===== src/rtl/serializer_pkg.sv =====
// Shared types and helpers for the parallel-to-serial converter.
package serializer_pkg;

  typedef enum logic {IDLE, SHIFT} state_t;

  localparam int MIN_MOD = 3;

  // Maps the requested bit count to a transfer length; 0 marks an illegal request.
  function automatic int mod_to_len(input int mod, input int width);
    if (mod == 0) begin
      return width;
    end else if (mod < MIN_MOD) begin
      return 0;
    end else begin
      return mod;
    end
  endfunction

endpackage


===== src/rtl/serializer.sv =====
// Parallel-to-serial converter: latches a word and shifts N bits out MSB first,
// with registered serial data, valid strobe and busy flag.
module serializer
  import serializer_pkg::*;
#(
  parameter int WIDTH = 16,
  parameter int MOD_W = $clog2(WIDTH)
) (
  input  logic             clk_i,
  input  logic             srst_i,
  input  logic [WIDTH-1:0] data_i,
  input  logic [MOD_W-1:0] data_mod_i,
  input  logic             data_val_i,
  output logic             ser_data_o,
  output logic             ser_data_val_o,
  output logic             busy_o
);

  localparam int CNT_W = $clog2(WIDTH + 1);

  state_t           state, state_next;
  logic [WIDTH-1:0] shift_reg, shift_next;
  logic [CNT_W-1:0] cnt, cnt_next;
  logic             ser_next, val_next;
  int               len;

  // The counter holds the bits still to be shown, including the one on the output now.
  always_comb begin
    state_next = state;
    shift_next = shift_reg;
    cnt_next   = cnt;
    ser_next   = 1'b0;
    val_next   = 1'b0;
    len        = mod_to_len(int'(data_mod_i), WIDTH);

    case (state)
      IDLE: begin
        if (data_val_i && (len != 0)) begin
          state_next = SHIFT;
          ser_next   = data_i[WIDTH-1];
          val_next   = 1'b1;
          shift_next = {data_i[WIDTH-2:0], 1'b0};
          cnt_next   = CNT_W'(len);
        end
      end
      SHIFT: begin
        if (cnt == CNT_W'(1)) begin
          state_next = IDLE;
          shift_next = '0;
          cnt_next   = '0;
        end else begin
          ser_next   = shift_reg[WIDTH-1];
          val_next   = 1'b1;
          shift_next = {shift_reg[WIDTH-2:0], 1'b0};
          cnt_next   = cnt - 1'b1;
        end
      end
      default: begin
        state_next = IDLE;
      end
    endcase
  end

  always_ff @(posedge clk_i) begin
    if (srst_i) begin
      state          <= IDLE;
      shift_reg      <= '0;
      cnt            <= '0;
      ser_data_o     <= 1'b0;
      ser_data_val_o <= 1'b0;
      busy_o         <= 1'b0;
    end else begin
      state          <= state_next;
      shift_reg      <= shift_next;
      cnt            <= cnt_next;
      ser_data_o     <= ser_next;
      ser_data_val_o <= val_next;
      busy_o         <= val_next;
    end
  end

endmodule


===== config.mk =====
export PLATFORM = sky130hd
export DESIGN_NAME = serializer
export DESIGN_NICKNAME = d
export VERILOG_FILES = /design/src/rtl/serializer_pkg.sv /design/src/rtl/serializer.sv
export SDC_FILE = /design/constraint.sdc
export NUM_CORES = 1
export LEC_CHECK = 0
export ABC_AREA = 1
export CAP_MARGIN = 10
export CORE_MARGIN = 3
export CORE_UTILIZATION = 49
export CTS_CLUSTER_DIAMETER = 50
export DETAILED_ROUTE_END_ITERATION = 8
export GPL_TIMING_DRIVEN = 0
export PLACE_DENSITY = 0.78
export SETUP_SLACK_MARGIN = 0.3
export SLEW_MARGIN = 20
export SYNTH_ARGS = -nofsm -noshare
export SYNTH_HDL_FRONTEND = slang
export SYNTH_SLANG_ARGS = --single-unit

===== constraint.sdc =====
create_clock -name clk_i -period 1.67 [get_ports clk_i]
set_input_delay 0.167 -clock clk_i [delete_from_list [all_inputs] [get_ports clk_i]]
set_output_delay 0.167 -clock clk_i [all_outputs]
set_load 0.02 [all_outputs]

# After elaboration in Yosys (flattened, before gate mapping)
# Cells that the tools add are included.
dict set report totals {
  reg_bits 23
  elab_cells 26
  ram_bits 0
  inputBits 23
  rom_bits 0
  n_memories 0
  latchBits 0
}
dict set report classes {
  order_cmp 1
  bitwise 1
  n_reduce_logical 3
  multipliers 0
  eq_ne 2
  shift 0
  n_mux 14
  div 0
  addsub 1
}
# op count
set ops {}
lappend ops {{$mux W16} 2}
lappend ops {{$pmux W16 S2} 1}
lappend ops {{$reduce_bool A32 Y1} 1}
lappend ops {{$mux W5} 3}
lappend ops {{$pmux W5 S2} 1}
lappend ops {{$eq A5 B1 Y1 const B} 1}
lappend ops {{$sub A5 B1 Y5 const B} 1}
lappend ops {{$logic_not A4 Y1} 1}
lappend ops {{$lt A4 B2 Y1 const B} 1}
lappend ops {{$mux W1} 4}
lappend ops {{$mux W4} 1}
lappend ops {{$pmux W1 S2} 2}
lappend ops {{$ne A2 B2 Y1 const B} 1}
lappend ops {{$logic_and A1 B1 Y1} 1}
lappend ops {{$not A1 Y1} 1}

# Longest topological paths before layout
dict set report depth {
  ltp_word 7
  depth_mapped 10
}

# Least setup slack after synthesis
# Ideal clock, no wire load.
dict set report synth_timing {
  kind {register to register}
  from {register cnt[1]}
  to {register shift_reg[12]}
  t_required_ps 1554
  slack_ps 392
  path_stages_with_launch 11
  arrival_time_ps 1162
  path_buffers 1
  cell_sequence {dfxtp_1 -> inv_1 -> ha_1 -> inv_1 -> nor2_1 -> a21oi_4 -> buf_6 -> nand2_1 -> nand2_1 -> nor2_1 -> nor2_1}
}
dict set report synth_via {
  elab_chain_cells 3
}
# element line_no
set synth_rtl {}
lappend synth_rtl {{start, declared} serializer.sv:23} ;# logic [CNT_W-1:0] cnt, cnt_next;
lappend synth_rtl {{start signal, assigned} serializer.sv:75} ;# cnt <= cnt_next;
lappend synth_rtl {{$eq A5 B1 Y1} serializer.sv:47} ;# if (cnt == CNT_W'(1)) begin
lappend synth_rtl {{$mux W16} serializer.sv:47}
lappend synth_rtl {{$pmux W16 S2} serializer.sv:36} ;# case (state)
lappend synth_rtl {{end signal, assigned} serializer.sv:74} ;# shift_reg <= shift_next;
lappend synth_rtl {{end, declared} serializer.sv:22} ;# logic [WIDTH-1:0] shift_reg, shift_next;
# No other way between the ends.
# A chain may end at the register's enable or synchronous reset.

# Worst setup path in the final report
dict set report layout_timing {
  from {input port data_mod_i[1]}
  to {register shift_reg[10]}
}
dict set report layout_via {
  elab_chain_cells 6
}
# element line_no
set layout_rtl {}
lappend layout_rtl {{start, declared} serializer.sv:12} ;# input logic [MOD_W-1:0] data_mod_i,
lappend layout_rtl {{$lt A4 B2 Y1} serializer_pkg.sv:12} ;# end else if (mod < MIN_MOD) begin
lappend layout_rtl {{$mux W4} serializer_pkg.sv:12}
lappend layout_rtl {{$mux W5 (*)} serializer_pkg.sv:10} ;# if (mod == 0) begin
lappend layout_rtl {{$reduce_bool A32 Y1 (*)} serializer.sv:38} ;# if (data_val_i && (len != 0)) begin
lappend layout_rtl {{$logic_and A1 B1 Y1 (*)} serializer.sv:38}
lappend layout_rtl {{$ne A2 B2 Y1 (no line) (*)} -}
# Mark *: on every way between the ends. The rest lies on a longest branch, timed or not.

==> results.cfg <==
[layout]
area_growth_pct = 35.66
post-route-util = 0.7174
largest_reg_flops = 15
multi_input_area_um2 = 696.9
layout.nets = 247
regArea_um2 = 444.2
n_antenna_cell = 0
finalNonFillerCells = 249
fillers = 199
final_cell_mix = nand2_1 (53), nor2_1 (36), clkdlybuf4s50_1 (22), dfxtp_1 (19)
final_common_cell = nand2_1
drive_gt1_frac = 0.1900

[detailed_routing]
drt_iter0_drc = 31
drcViolationCount = 0
num_vias = 1254
drt-wirelength-per-cell_um = 12.20
vias_per_cell = 5.036
drtAntennaViolNets = 0
firstDrtPassIters = 4
routed_wl_mm = 3.039

[power]
p_leak_uw = 0.0007741
cellInternalPower_uw = 920.2
power_switching_uw = 457.7
seqPwrFrac = 0.457
p_clk_frac = 0.222
p_per_area_nw_per_um2 = 843.8
swShare = 0.3322
vdd_drop_max_uv = 643.1
power_frac_comb = 0.321

[worst_setup_path]
crit_fanout = 10
end_kind = flop
crit_path_start_kind = primary input
rr_startpoint = cnt[1]
arrival_ns = 1.57
crit_start = data_mod_i[1]
ff2ff_path_depth = 10
r2r_setup_slack_ns = 0.33
path_class = in -> reg
cp_data_required_time_ns = 1.90

[sta]
setup_viol = 0
worst_slew_pin_slew_ns = 0.4160
finClkSkew_ns = 0.009446
finalCritPeriodShare = 0.8045
min_period_ns = 1.343
report.final.slew_viol_count = 0
maxSlewHeadroom = 0.7226
fmax_ghz = 0.7444
setup_ws_ns = 0.3266
rsz0062_at_grt = yes
hold_viol = 0

[logic_synthesis]
synth_warnings = 0
synth_ff_type = dfxtp_1
synth_area_leaders = dfxtp_1 (37%), nand2_1 (19%), nor2_1 (12%)
synthArstFlopShare = 0
ys_ff_latch = 22
syn_area_um2 = 1204
yosys.area.top_type = dfxtp_1
avgSynthCellArea_um2 = 6.437
yosysSeqAreaShare = 0.3659
syn_nets = 212
synth_cell_types = 23
synth_edf_count = 0
synth_top_cell_area_share = 0.3659
syn_inst = 187

[worst_hold_path]
hold_start = data_i[0]
hold_depth = 3
hp-class = in -> reg

[grt]
first_global_vias = 1148
grt_pass1_wl_mm = 4.747
antenna_found_initial = 0
gr-total-overflow = 0
grtUsageTotal = 0.1891
grt_max_degree = 13

[place]
pre_cts_ws_ns = -0.01569
place_inst = 240
numPortBuffers = 25
place_congestion = 0.8516
dpl.hpwl_mm = 1.999

[cts]
cts_hold_buffers = 0
clk_latency_ns = 0.32
clkSinkCount = 22
root_buffer = clkbuf_4
cts_buffers = 3
tritoncts = built
clk_pin_slew_ns = 0.13
cts.htree.levels = 1
cts_buffer_depth = 2

[die]
ios = 26
die_area_um2 = 3087
die_x_um = 55.56
core_um2 = 2276
initial_core_util = 0.5289
rows = 17
die_y_um = 55.56

[run]
drv_cap = 0

[outcome]
status = finished, final reports clean
routing by layer:
metal  up-vias  track usage  wire, um
li1        647            -         -
met3         2      0.04439       128
met2        25       0.3260      1537
met4         0      0.06250        13
met1       580       0.2292      1359
met5         -            0         0
worst paths after layout:
kind / to
setup / recovery: shift_reg[10]
hold / removal: shift_reg[1]
hold reg to reg: ser_data_o
setup reg to reg: shift_reg[12]
power by group through the flow:
stage | Clock, uW | Combinational [uW] | Sequential, uW
floorplan | 0 | 261 | 626
global placement | 0 | 379 | 628
detailed placement | 0 | 389 | 631
CTS | 309 | 396 | 620
global route | 332 | 491 | 635
finish | 306 | 442 | 629
layout make-up:
cell class	count	share of cell area
inverter	14	0.03372
multi-input combinational	142	0.4268
timing repair buffer	30	0.1808
tap	28	0.02146
buffer	9	0.04291
clock buffer	4	0.02222
sequential	22	0.2720
cell usage after synthesis (2+ instances only):
cell,instances
o21ai_0,13
nand2_1,61
o21ai_1,6
nand2_4,2
dfxtp_1,22
nor2_2,2
a21oi_1,2
ha_1,2
nand3_1,11
inv_1,12
clkbuf_1,2
inv_2,2
nor2_1,37
buf_6,4
critical path, cell delays in order:
cell             delay (ns)
clkdlybuf4s50_1        0.54
inv_1                  0.06
nand2_1                0.07
nand3_2                0.08
nand2_4                0.11
nand2_4                0.06
buf_6                  0.14
buf_6                  0.14
o21ai_0                0.14
nor2_1                 0.06
cells by family after synthesis:
kind of cell | after synthesis | share of synthesized area
compound gates | 24 | 0.1123
xor+xnor | 1 | 0.007278
fa+ha+maj | 2 | 0.02079
buf+inv | 23 | 0.1008
flops | 22 | 0.3659
simple gates | 115 | 0.3929
per-stage QoR:
step	area, um2	hold slack, ns	power, uW	setup TNS, ns
2_1_floorplan	1204	0.2361	886.8	0
3_3_place_gp	1489	0.4572	1007	0
3_5_place_dp	1489	0.4696	1020	-0.01569
4_1_cts	1541	0.4046	1325	0
5_1_grt	1633	0.4013	1457	0
6_report	1633	0.4191	1378	0
timing repair:
action / in CTS / in global routing
endpoints found under the hold margin: 0 / 0
pin swaps: 1 / 22
gates resized for setup: 6 / 26
setup endpoints to repair: 15 / 19
cloned: 0 / 1
buffers inserted: 2 / 2
No activity file was read; power rests on OpenSTA's default activity.
